## src/rtl/rp_bus_pkg.sv

```systemverilog
// rp_bus_pkg
// Shared types and constants for the rp32 program/data bus arbiter.
//   arb_st_t : grant state machine states
//   own_t    : which master owns the read-data return path next cycle
//   RR_RST   : round-robin pointer value after reset (1 = data master first)
package rp_bus_pkg;

  typedef enum logic [1:0] {
    IDLE,
    LOCK_P,
    LOCK_D
  } arb_st_t;

  typedef enum logic [1:0] {
    OWN_NONE,
    OWN_P,
    OWN_D
  } own_t;

  localparam logic RR_RST = 1'b1;

endpackage

```

## src/rtl/rp_bus_cnt.sv

```systemverilog
// rp_bus_cnt
// CW-bit saturating up-counter used to count per-master stall cycles.
// Ports:
//   clk_i   : clock, rising edge
//   clr_ni  : synchronous active-low clear
//   inc_i   : increment enable for this cycle
//   cnt_o   : current count, sticks at all ones
module rp_bus_cnt #(
  parameter int CW = 32
) (
  input  logic          clk_i,
  input  logic          clr_ni,
  input  logic          inc_i,
  output logic [CW-1:0] cnt_o
);

  logic [CW-1:0] cnt_q, cnt_d;

  // Next count: add one only while enabled and not yet at the ceiling.
  always_comb begin
    cnt_d = cnt_q;
    if (inc_i && (cnt_q != {CW{1'b1}})) begin
      cnt_d = cnt_q + {{(CW-1){1'b0}}, 1'b1};
    end
  end

  // Count register; clear has priority over any increment.
  always_ff @(posedge clk_i) begin
    if (!clr_ni) begin
      cnt_q <= '0;
    end else begin
      cnt_q <= cnt_d;
    end
  end

  assign cnt_o = cnt_q;

endmodule

```

## src/rtl/rp_bus_arb.sv

```systemverilog
// rp_bus_arb
// Merges the rp32 program bus (bup_*) and data bus (bud_*) onto one shared
// memory port (bum_*), giving a unified program/data memory.
// Ports:
//   clk, rst                : clock and synchronous active-low reset
//   bup_req/adr, bup_rdt/ack: program master (read only)
//   bud_req/wen/sel/adr/wdt,
//   bud_rdt/ack             : data master
//   bum_req/wen/sel/adr/wdt : shared port request fields (combinational)
//   bum_rdt/ack             : shared port response
//   cnt_p, cnt_d            : saturating stall counters per master
// Grant is combinational from the requests and the lock state, held until
// the memory acks, and alternates round-robin when both masters collide.
module rp_bus_arb
  import rp_bus_pkg::*;
#(
  parameter int AW = 16,
  parameter int DW = 32,
  parameter int SW = DW / 8,
  parameter int CW = 32
) (
  input  logic          clk,
  input  logic          rst,
  input  logic          bup_req,
  input  logic [AW-1:0] bup_adr,
  output logic [DW-1:0] bup_rdt,
  output logic          bup_ack,
  input  logic          bud_req,
  input  logic          bud_wen,
  input  logic [SW-1:0] bud_sel,
  input  logic [AW-1:0] bud_adr,
  input  logic [DW-1:0] bud_wdt,
  output logic [DW-1:0] bud_rdt,
  output logic          bud_ack,
  output logic          bum_req,
  output logic          bum_wen,
  output logic [SW-1:0] bum_sel,
  output logic [AW-1:0] bum_adr,
  output logic [DW-1:0] bum_wdt,
  input  logic [DW-1:0] bum_rdt,
  input  logic          bum_ack,
  output logic [CW-1:0] cnt_p,
  output logic [CW-1:0] cnt_d
);

  arb_st_t st_q, st_d;
  logic    rr_q, rr_d;
  own_t    own_q, own_d;
  logic    gnt_prg, gnt_dat;

  // Grant selection plus next-state logic. A locked master keeps the grant
  // only while it still requests; dropping req mid-lock releases the port
  // with no transfer and leaves the round-robin pointer alone. Holding reset
  // kills every grant, which in turn forces req/ack outputs low.
  always_comb begin
    gnt_prg = 1'b0;
    gnt_dat = 1'b0;
    st_d    = IDLE;
    rr_d    = rr_q;
    own_d   = OWN_NONE;

    case (st_q)
      LOCK_P:  gnt_prg = bup_req;
      LOCK_D:  gnt_dat = bud_req;
      default: begin
        if (bup_req && bud_req) begin
          gnt_dat = rr_q;
          gnt_prg = !rr_q;
        end else begin
          gnt_prg = bup_req;
          gnt_dat = bud_req;
        end
      end
    endcase

    if (!rst) begin
      gnt_prg = 1'b0;
      gnt_dat = 1'b0;
    end

    if (gnt_prg) begin
      if (bum_ack) begin
        rr_d  = 1'b1;
        own_d = OWN_P;
      end else begin
        st_d = LOCK_P;
      end
    end else if (gnt_dat) begin
      if (bum_ack) begin
        rr_d  = 1'b0;
        own_d = OWN_D;
      end else begin
        st_d = LOCK_D;
      end
    end
  end

  // Arbiter state registers; reset abandons any lock and favours data.
  always_ff @(posedge clk) begin
    if (!rst) begin
      st_q  <= IDLE;
      rr_q  <= RR_RST;
      own_q <= OWN_NONE;
    end else begin
      st_q  <= st_d;
      rr_q  <= rr_d;
      own_q <= own_d;
    end
  end

  // The program master only reads full words, so its grant presents a
  // read with all byte lanes enabled and zero write data.
  assign bum_req = (gnt_prg & bup_req) | (gnt_dat & bud_req);
  assign bum_wen = gnt_dat ? bud_wen : 1'b0;
  assign bum_sel = gnt_dat ? bud_sel : {SW{1'b1}};
  assign bum_adr = gnt_dat ? bud_adr : bup_adr;
  assign bum_wdt = gnt_dat ? bud_wdt : '0;

  assign bup_ack = gnt_prg & bum_ack;
  assign bud_ack = gnt_dat & bum_ack;

  // Read data goes to whoever transferred last cycle; the other sees zero.
  assign bup_rdt = (rst && (own_q == OWN_P)) ? bum_rdt : '0;
  assign bud_rdt = (rst && (own_q == OWN_D)) ? bum_rdt : '0;

  rp_bus_cnt #(.CW(CW)) u_cnt_p (
    .clk_i  (clk),
    .clr_ni (rst),
    .inc_i  (bup_req & ~bup_ack),
    .cnt_o  (cnt_p)
  );

  rp_bus_cnt #(.CW(CW)) u_cnt_d (
    .clk_i  (clk),
    .clr_ni (rst),
    .inc_i  (bud_req & ~bud_ack),
    .cnt_o  (cnt_d)
  );

endmodule
```

## config.mk

```make
export PLATFORM = sky130hd
export DESIGN_NAME = rp_bus_arb
export DESIGN_NICKNAME = d
export VERILOG_FILES = /design/src/rtl/rp_bus_pkg.sv /design/src/rtl/rp_bus_cnt.sv /design/src/rtl/rp_bus_arb.sv
export SDC_FILE = /design/constraint.sdc
export NUM_CORES = 1
export LEC_CHECK = 0
export CAP_MARGIN = 0
export CORE_ASPECT_RATIO = 0.5
export CORE_MARGIN = 10
export CORE_UTILIZATION = 37
export DETAILED_ROUTE_END_ITERATION = 6
export HOLD_SLACK_MARGIN = 0.03
export PLACE_DENSITY = 0.83
export SYNTH_ARGS = -nofsm -noshare
export SYNTH_HDL_FRONTEND = slang
export SYNTH_SLANG_ARGS = --single-unit
```

## constraint.sdc

```tcl
create_clock -name clk -period 3.58 [get_ports clk]
set_input_delay 0.716 -clock clk [delete_from_list [all_inputs] [get_ports clk]]
set_output_delay 0.716 -clock clk [all_outputs]
set_load 0.05 [all_outputs]
```

[Word level (Yosys, flattened, before mapping)]
Index checks and enable logic that the tools add are counted.
Storage, ports and cells
  output and inout port bits: 184
  word-level logic and storage cells: 56
  register bits after elaboration: 69
Operators by class
  equality and inequality tests: 8
  reductions and logical operators: 8
  multiplexer cells: 24
  $add $sub $neg: 2
  bitwise operators: 9
Operator list (number)
  $mux W32: 3
  $add A32 B1 Y32 const B: 2
  $ne A32 B32 Y1 const B: 2
  $mux W16: 1
  $mux W2: 6
  $mux W1: 11
  $and A1 B1 Y1: 6
  $logic_and A1 B1 Y1: 5
  $eq A2 B1 Y1 const B: 2
  $eq A2 B2 Y1 const B: 2
  $mux W4: 1
  $ne A2 B2 Y1 const B: 2
  $pmux W1 S2: 2
  $reduce_and A3 Y1: 1
  $not A1 Y1: 2
  $reduce_bool A2 Y1: 1
  $logic_not A1 Y1: 1
  $or A1 B1 Y1: 1

[Longest topological paths before layout]
Gate-level depths: netlist of the first run.
  depth after elaboration: 8
  depth in mapped cells: 8
  gate-level depth less buffers: 7

[Hierarchy]
From an unflattened synthesis of the first run, not the netlist that was laid out.
Unflattened totals
  cells, all modules: 560
  area, all modules: 4644.5 µm²
Modules (own cells, without submodules)
  rp_bus_cnt: instances 2, area an instance 1704.1 µm², cells an instance 200
  rp_bus_arb: instances 1, area an instance 1236.2 µm², cells an instance 160

[Worst setup path before layout of the first run]
OpenSTA, ideal clock, no wires.
  kind: input to output
  start point: input port bup_req
  end point: output port bum_adr[10]
  path slack: 596 ps
  stages: 5
  required time: 2864 ps
  arrival: 2268 ps
  cell sequence: and3b_1 nor3_1 clkbuf_1 clkbuf_1 mux2_2
Between the ends
  cells in the longest elaborated chain, start to end: 5
Ends and longest elaborated chain
  from (decl): RTL line rp_bus_arb.sv:24  | input logic bup_req,
  $logic_and A1 B1 Y1: RTL line rp_bus_arb.sv:66  | if (bup_req && bud_req) begin
  $mux W1: RTL line rp_bus_arb.sv:66
  $pmux W1 S2: RTL line rp_bus_arb.sv:62  | case (st_q)
  $mux W1: RTL line rp_bus_arb.sv:76  | if (!rst) begin
  $mux W16: RTL line rp_bus_arb.sv:116  | assign bum_adr = gnt_dat ? bud_adr : bup_adr;
  to (decl): RTL line rp_bus_arb.sv:38  | output logic [AW-1:0] bum_adr,
Every way passes these cells.

[Final worst setup path of the first run]
  start point: input port bup_req
  end point: output port bum_adr[14]
The elaborated chain is that of the path after synthesis.

==> results.py, run 1 <==
metrics = {
    "synth": {
        "syn_area_um2": 4384,
        "ys_warn_count": 0,
        "synth-edff-count": 0,
        "synthCells": 557,
        "dominantRegCellSynth": "dfxtp_1",
        "ys_types": 42,
        "async_flop_share_pct": 0,
        "ys_seq_elements": 69,
        "ys_seq_area_share_pct": 31.51,
        "synth_nets": 667,
        "syn_area_per_cell_um2": 7.871,
    },
    "clock_network": {
        "cts_buffer_depth": 2,
        "clk_pin_slew_ps": 50,
        "cts_root_buf": "clkbuf_16",
        "cts_resized": 0,
        "clkLatencyLatePin_ps": 330,
        "postCtsSetupBuffers": 0,
        "htree_levels": 3,
        "clkSinkCount": 69,
        "cts_tree": "yes",
        "numCtsBuffers": 9,
        "holdBufCountCts": 0,
    },
    "power": {
        "seq_power_share_pct": 34.8,
        "combPwrFrac_pct": 27.9,
        "clkPwrFrac_pct": 37.2,
        "total_power_mw": 2.248,
        "ir_drop_mv": 0.1883,
        "p_int_mw": 1.562,
        "switchingPower_mw": 0.6867,
        "power.density_nw_per_um2": 258.4,
        "p_sw_share_pct": 30.54,
        "p_leak_nw": 3.109,
    },
    "setup_path": {
        "path_class": "in -> out",
        "cp_slowest_stage_delay_ps": 470,
        "crit_path_max_fanout": 56,
        "crit_arrival_ps": 2500,
        "critPathCaptureType": "output pin",
        "path_cells": "clkdlybuf4s50_1, and3b_1, nor3_2, buf_12, mux2_2, buf_4",
        "required_ps": 2860,
        "startpoint_type": "input pin",
        "slowest_stage": "clkdlybuf4s50_1",
        "cp_top_family": "buffers and inverters",
        "crit_buf_inv": 3,
    },
    "routing": {
        "vias_per_cell": 5.361,
        "dr_total_vias": 5356,
        "routed_wl_um": 21410,
        "drt_iter0_markers": 477,
        "drc": 0,
        "dr.pass1.iters": 6,
        "wl_per_cell_um": 21.43,
        "ant_nets": 0,
    },
    "floorplan": {
        "dieWidth_um": 173.9,
        "die_area_um2": 16870,
        "core-area_um2": 11280,
        "initial_core_util_pct": 38.86,
        "io_pins": 290,
        "core.rowCount": 27,
        "die_h_um": 96.97,
    },
    "global_routing": {
        "first_global_vias": 4995,
        "grt_use_total_pct": 24.10,
        "grt_first_pass_wirelength_um": 32220,
        "grt-ovfl-total": 0,
        "antenna_found_initial": 1,
        "grt_max_degree": 57,
    },
    "layout": {
        "layout.nets": 944,
        "layout_commonest_cell": "clkdlybuf4s50_1",
        "drive_above_1_share_pct": 21.22,
        "fin_util_pct": 77.10,
        "area_growth_pct": 98.43,
        "final_cell_mix": "clkdlybuf4s50_1 (169), and2_1 (101), buf_12 (101)",
    },
    "sta": {
        "hold_viol": 0,
        "post-route-min-period_ps": 3216,
        "slew_headroom_pct": 14.71,
        "max_freq_ghz": 0.3110,
        "setup_tns_ps": 0,
        "tightestPinTransition_ps": 1277,
        "finalSetupViolCount": 0,
        "rsz0062_at_grt": "false",
        "slew_violations": 0,
        "timing.final.crit_share_pct": 89.83,
        "final.setup_skew_ps": 7.554,
    },
    "placement": {
        "dpl.hpwl_um": 17430,
        "io_buffer_count": 289,
        "routabilityCongestion": 1.002,
    },
    "job": {
        "cap_violations": 0,
    },
    "hold_path": {
        "holdCritPathClass": "reg -> reg",
    },
    "run_status": {
        "outcome": "complete, no violations",
    },
}
state kept, by name, summed over array words and instances, names as in the netlist:
name / count
rr_q: 1
own_q: 2
st_q: 2
u_cnt_d.cnt_o: 32
u_cnt_p.cnt_o: 32
cell families (layout without fill, tap and decap cells):
family          after synthesis  after routing  share of synthesized area, %
mux                          26             26                         6.393
flops                        69             69                         31.51
xor+xnor                      3              3                        0.5994
compound gates              108            108                         15.95
simple gates                299            299                         40.07
other cells                   0              1                             0
fa+ha+maj                     4              4                         1.142
buf+inv                      48            330                         4.338
path summary, 6_finish.rpt:
check	cells after the start	from	slack, ps	end
worst max-delay path	6	bup_req	360	bum_adr[14]
worst max register to register	6	u_cnt_p.cnt_o[1]	690	u_cnt_p.cnt_o[25]
worst min-delay path	2	u_cnt_d.cnt_o[15]	490	u_cnt_d.cnt_o[15]
worst min register to register	2	u_cnt_d.cnt_o[15]	490	u_cnt_d.cnt_o[15]
per-stage QoR:
stage                     area, µm²  setup WS (ps)  std cells  hold slack (ps)
final                          8700          364.3        999            494.6
after global routing           8700          304.5        999            517.6
after CTS                      8697          368.0        998            493.9
after detailed placement       8412          371.4        982            478.0
after global placement         8412          400.9        982            468.2
after floorplan                4384          596.4        557            442.3
synth_stat cells (all sizes together), types with 20 or more instances:
master,n,area share [%]
and2,101,14
nand4,21,3.3
o31ai,22,3.8
or4,21,3.7
clkbuf,26,2.2
or3,23,3.4
dfxtp,69,32
o21ai,21,2.4
nand2b,21,3.0
nand2,42,3.6
a21oi,38,4.3
nand3,20,2.3
routing by layer:
layer / vias to the layer above / wire length, µm / global-route usage (%)
met3: 26 / 999 / 4.605
met1: 2562 / 8216 / 27.56
met4: 0 / 376 / 5.570
met2: 177 / 11820 / 45.18
met5: - / 0 / 0
li1: 2591 / - / -
power groups by stage:
stage | Combinational [mW] | Clock (mW) | Sequential [mW]
2_1_floorplan | 0.277 | 0 | 0.813
3_3_place_gp | 0.621 | 0 | 0.799
3_5_place_dp | 0.627 | 0 | 0.800
4_1_cts | 0.630 | 0.842 | 0.783
5_1_grt | 0.651 | 0.885 | 0.784
6_report | 0.628 | 0.837 | 0.783
cell type report:
cell class / count / area, µm²
flip-flops and latches: 69 / 1381
well taps: 159 / 198.9
fillers: 778 / 2584
inverters: 14 / 52.55
repair buffers: 300 / 3939
diodes: 1 / 2.502
clock inverters: 6 / 46.29
multi-input cells: 440 / 2840
clock buffers: 10 / 239.0
worst reg2reg max path, stage by stage (launching register included):
cell	delay (ps)
dfxtp_1	450
ha_1	230
and4_1	240
nand4_1	330
o311ai_2	1130
o21ai_0	230
a21oi_1	200
(Power assumes the default switching activity.)
==> run 2, diff against run 1 <==
Settings changed: GPL_TIMING_DRIVEN set to 0.
==> run 2 against run 1 <==
- flip-flop and latch count stayed put
- utilization is 7.6 points lower
- critical endpoint is now bum_adr[11]
- setup slack worse by 280 ps
==> results.py, run 2 (synthesized netlist as in run 1, its figures left out) <==
metrics = {
    "global_routing": {
        "grt-ovfl-total": 0,
        "grt_use_total_pct": 24.14,
        "grt_max_degree": 12,
        "first_global_vias": 5021,
        "grt_first_pass_wirelength_um": 32200,
        "antenna_found_initial": 0,
    },
    "routing": {
        "drt_iter0_markers": 639,
        "dr_total_vias": 5539,
        "wl_per_cell_um": 21.68,
        "ant_nets": 0,
        "vias_per_cell": 5.430,
        "routed_wl_um": 22110,
        "dr.pass1.iters": 7,
        "drc": 0,
    },
    "clock_network": {
        "cts_tree": "yes",
        "cts_root_buf": "clkbuf_16",
        "clk_pin_slew_ps": 50,
        "clkSinkCount": 69,
        "numCtsBuffers": 9,
        "cts_buffer_depth": 2,
        "clkLatencyLatePin_ps": 340,
        "postCtsSetupBuffers": 0,
        "htree_levels": 3,
    },
    "hold_path": {
        "holdCritStartpoint": "u_cnt_d.cnt_o[15]",
        "whs_path_depth": 2,
        "holdCritPathClass": "reg -> reg",
        "hold-path-endpoint": "u_cnt_d.cnt_o[15]",
    },
    "setup_path": {
        "critPathCaptureType": "output pin",
        "cp_slowest_stage_delay_ps": 470,
        "path_class": "in -> out",
        "crit_path_max_fanout": 10,
        "crit_arrival_ps": 2780,
        "startpoint_type": "input pin",
        "slowest_stage": "clkdlybuf4s50_1",
        "reg2reg_slack_ps": 690,
        "crit_buf_inv": 4,
        "required_ps": 2860,
        "cp_top_family": "buffers and inverters",
        "worstReg2RegStart": "u_cnt_d.cnt_o[0]",
        "path_cells": "clkdlybuf4s50_1, and3b_1, nor3_2, buf_4, clkbuf_4, mux2_2, clkdlybuf4s15_2",
        "rr_endpoint": "u_cnt_d.cnt_o[12]",
        "worstRegToRegCells": 8,
    },
    "sta": {
        "slew_violations": 0,
        "setup_tns_ps": 0,
        "tightestPinTransition_ps": 1040,
        "timing.final.crit_share_pct": 97.53,
        "hold_viol": 0,
        "final.setup_skew_ps": 2.478,
        "rsz0062_at_grt": "false",
        "max_freq_ghz": 0.2864,
        "slew_headroom_pct": 30.05,
        "post-route-min-period_ps": 3492,
        "finalSetupViolCount": 0,
    },
    "layout": {
        "area_growth_pct": 79.00,
        "layout.nets": 967,
        "final_cell_mix": "clkdlybuf4s50_1 (173), and2_1 (101), clkdlybuf4s15_2 (82)",
        "layout_commonest_cell": "clkdlybuf4s50_1",
        "diodes": 0,
        "drive_above_1_share_pct": 17.89,
        "design_area_um2": 7848,
    },
    "floorplan": {
        "io_pins": 290,
        "core-area_um2": 11280,
        "core.rowCount": 27,
        "die_h_um": 96.97,
        "dieWidth_um": 173.9,
        "initial_core_util_pct": 38.86,
        "die_area_um2": 16870,
    },
    "placement": {
        "io_buffer_count": 289,
        "routabilityCongestion": 0.9490,
        "dpl.hpwl_um": 17830,
        "place_area_um2": 7476,
    },
    "run_status": {
        "outcome": "complete, no violations",
    },
    "power": {
        "p_leak_nw": 2.763,
        "total_power_mw": 2.232,
        "ir_drop_mv": 0.1826,
        "power.density_nw_per_um2": 284.5,
    },
    "job": {
        "cap_violations": 0,
    },
}
==> run 2: worst register-to-register path, cell delays in order, from the launching register on <==
cell and delay (ps):
dfxtp_1 410, ha_1 270, nand4_2 200, or4_4 530, nor3_2 500, buf_2 340
buf_2 300, o31ai_1 120, a21oi_1 140
==> run 2: metal layers <==
layer / vias to the layer above / track usage [%] / part of all wire, %
met5: - / 0 / 0
li1: 2639 / - / -
met1: 2650 / 29.00 / 40
met4: 0 / 6.801 / 2.1
met3: 29 / 3.870 / 5.7
met2: 221 / 43.45 / 52
==> run 2: layout make-up <==
type / instances / area [µm²]
Fill cell: 984 / 3436
Inverter: 14 / 52.55
Buffer: 34 / 156.4
Timing Repair Buffer: 289 / 2924
Clock buffer: 11 / 252.7
Sequential cell: 69 / 1381
Multi-Input combinational cell: 440 / 2834
Tap cell: 159 / 198.9
Clock inverter: 4 / 47.55
==> run 2: worst max path at each step <==
stage | end | slack, ps | start | depth (start not counted)
2_1_floorplan | bum_adr[10] | 600 | bup_req | 5
3_3_place_gp | bud_rdt[3] | -830 | rst | 7
3_5_place_dp | bud_rdt[3] | -830 | rst | 7
4_1_cts | bum_adr[11] | 0.5 | bup_req | 7
5_1_grt | bum_adr[10] | 9 | bup_req | 7
6_report | bum_adr[11] | 90 | bup_req | 7
==> run 2: power by group <==
group / total, mW / switching, mW / leakage (nW) / internal (mW)
clock: 0.907 / 0.337 / 0.147 / 0.571
sequential: 0.784 / 0.00927 / 0.557 / 0.775
combinational: 0.541 / 0.325 / 2.06 / 0.216
==> run 2: per-stage QoR <==
step / cells / setup slack [ps] / hold slack (ps) / util [%]
after global placement: 1005 / -832.8 / 463.1 / 66.26
final: 1020 / 88.26 / 491.2 / 69.55
after CTS: 1020 / 0.5373 / 497.3 / 69.62
after global routing: 1020 / 8.577 / 516.1 / 69.55
after floorplan: 557 / 596.4 / 442.3 / -
after detailed placement: 1005 / -832.9 / 489.0 / 66.26
==> run 2: what timing repair did <==
| item | in CTS | in global routing |
|---|---|---|
| setup endpoints to repair | 120 | 101 |
| gates resized for setup | 318 | 15 |
| hold buffers | 0 | 0 |
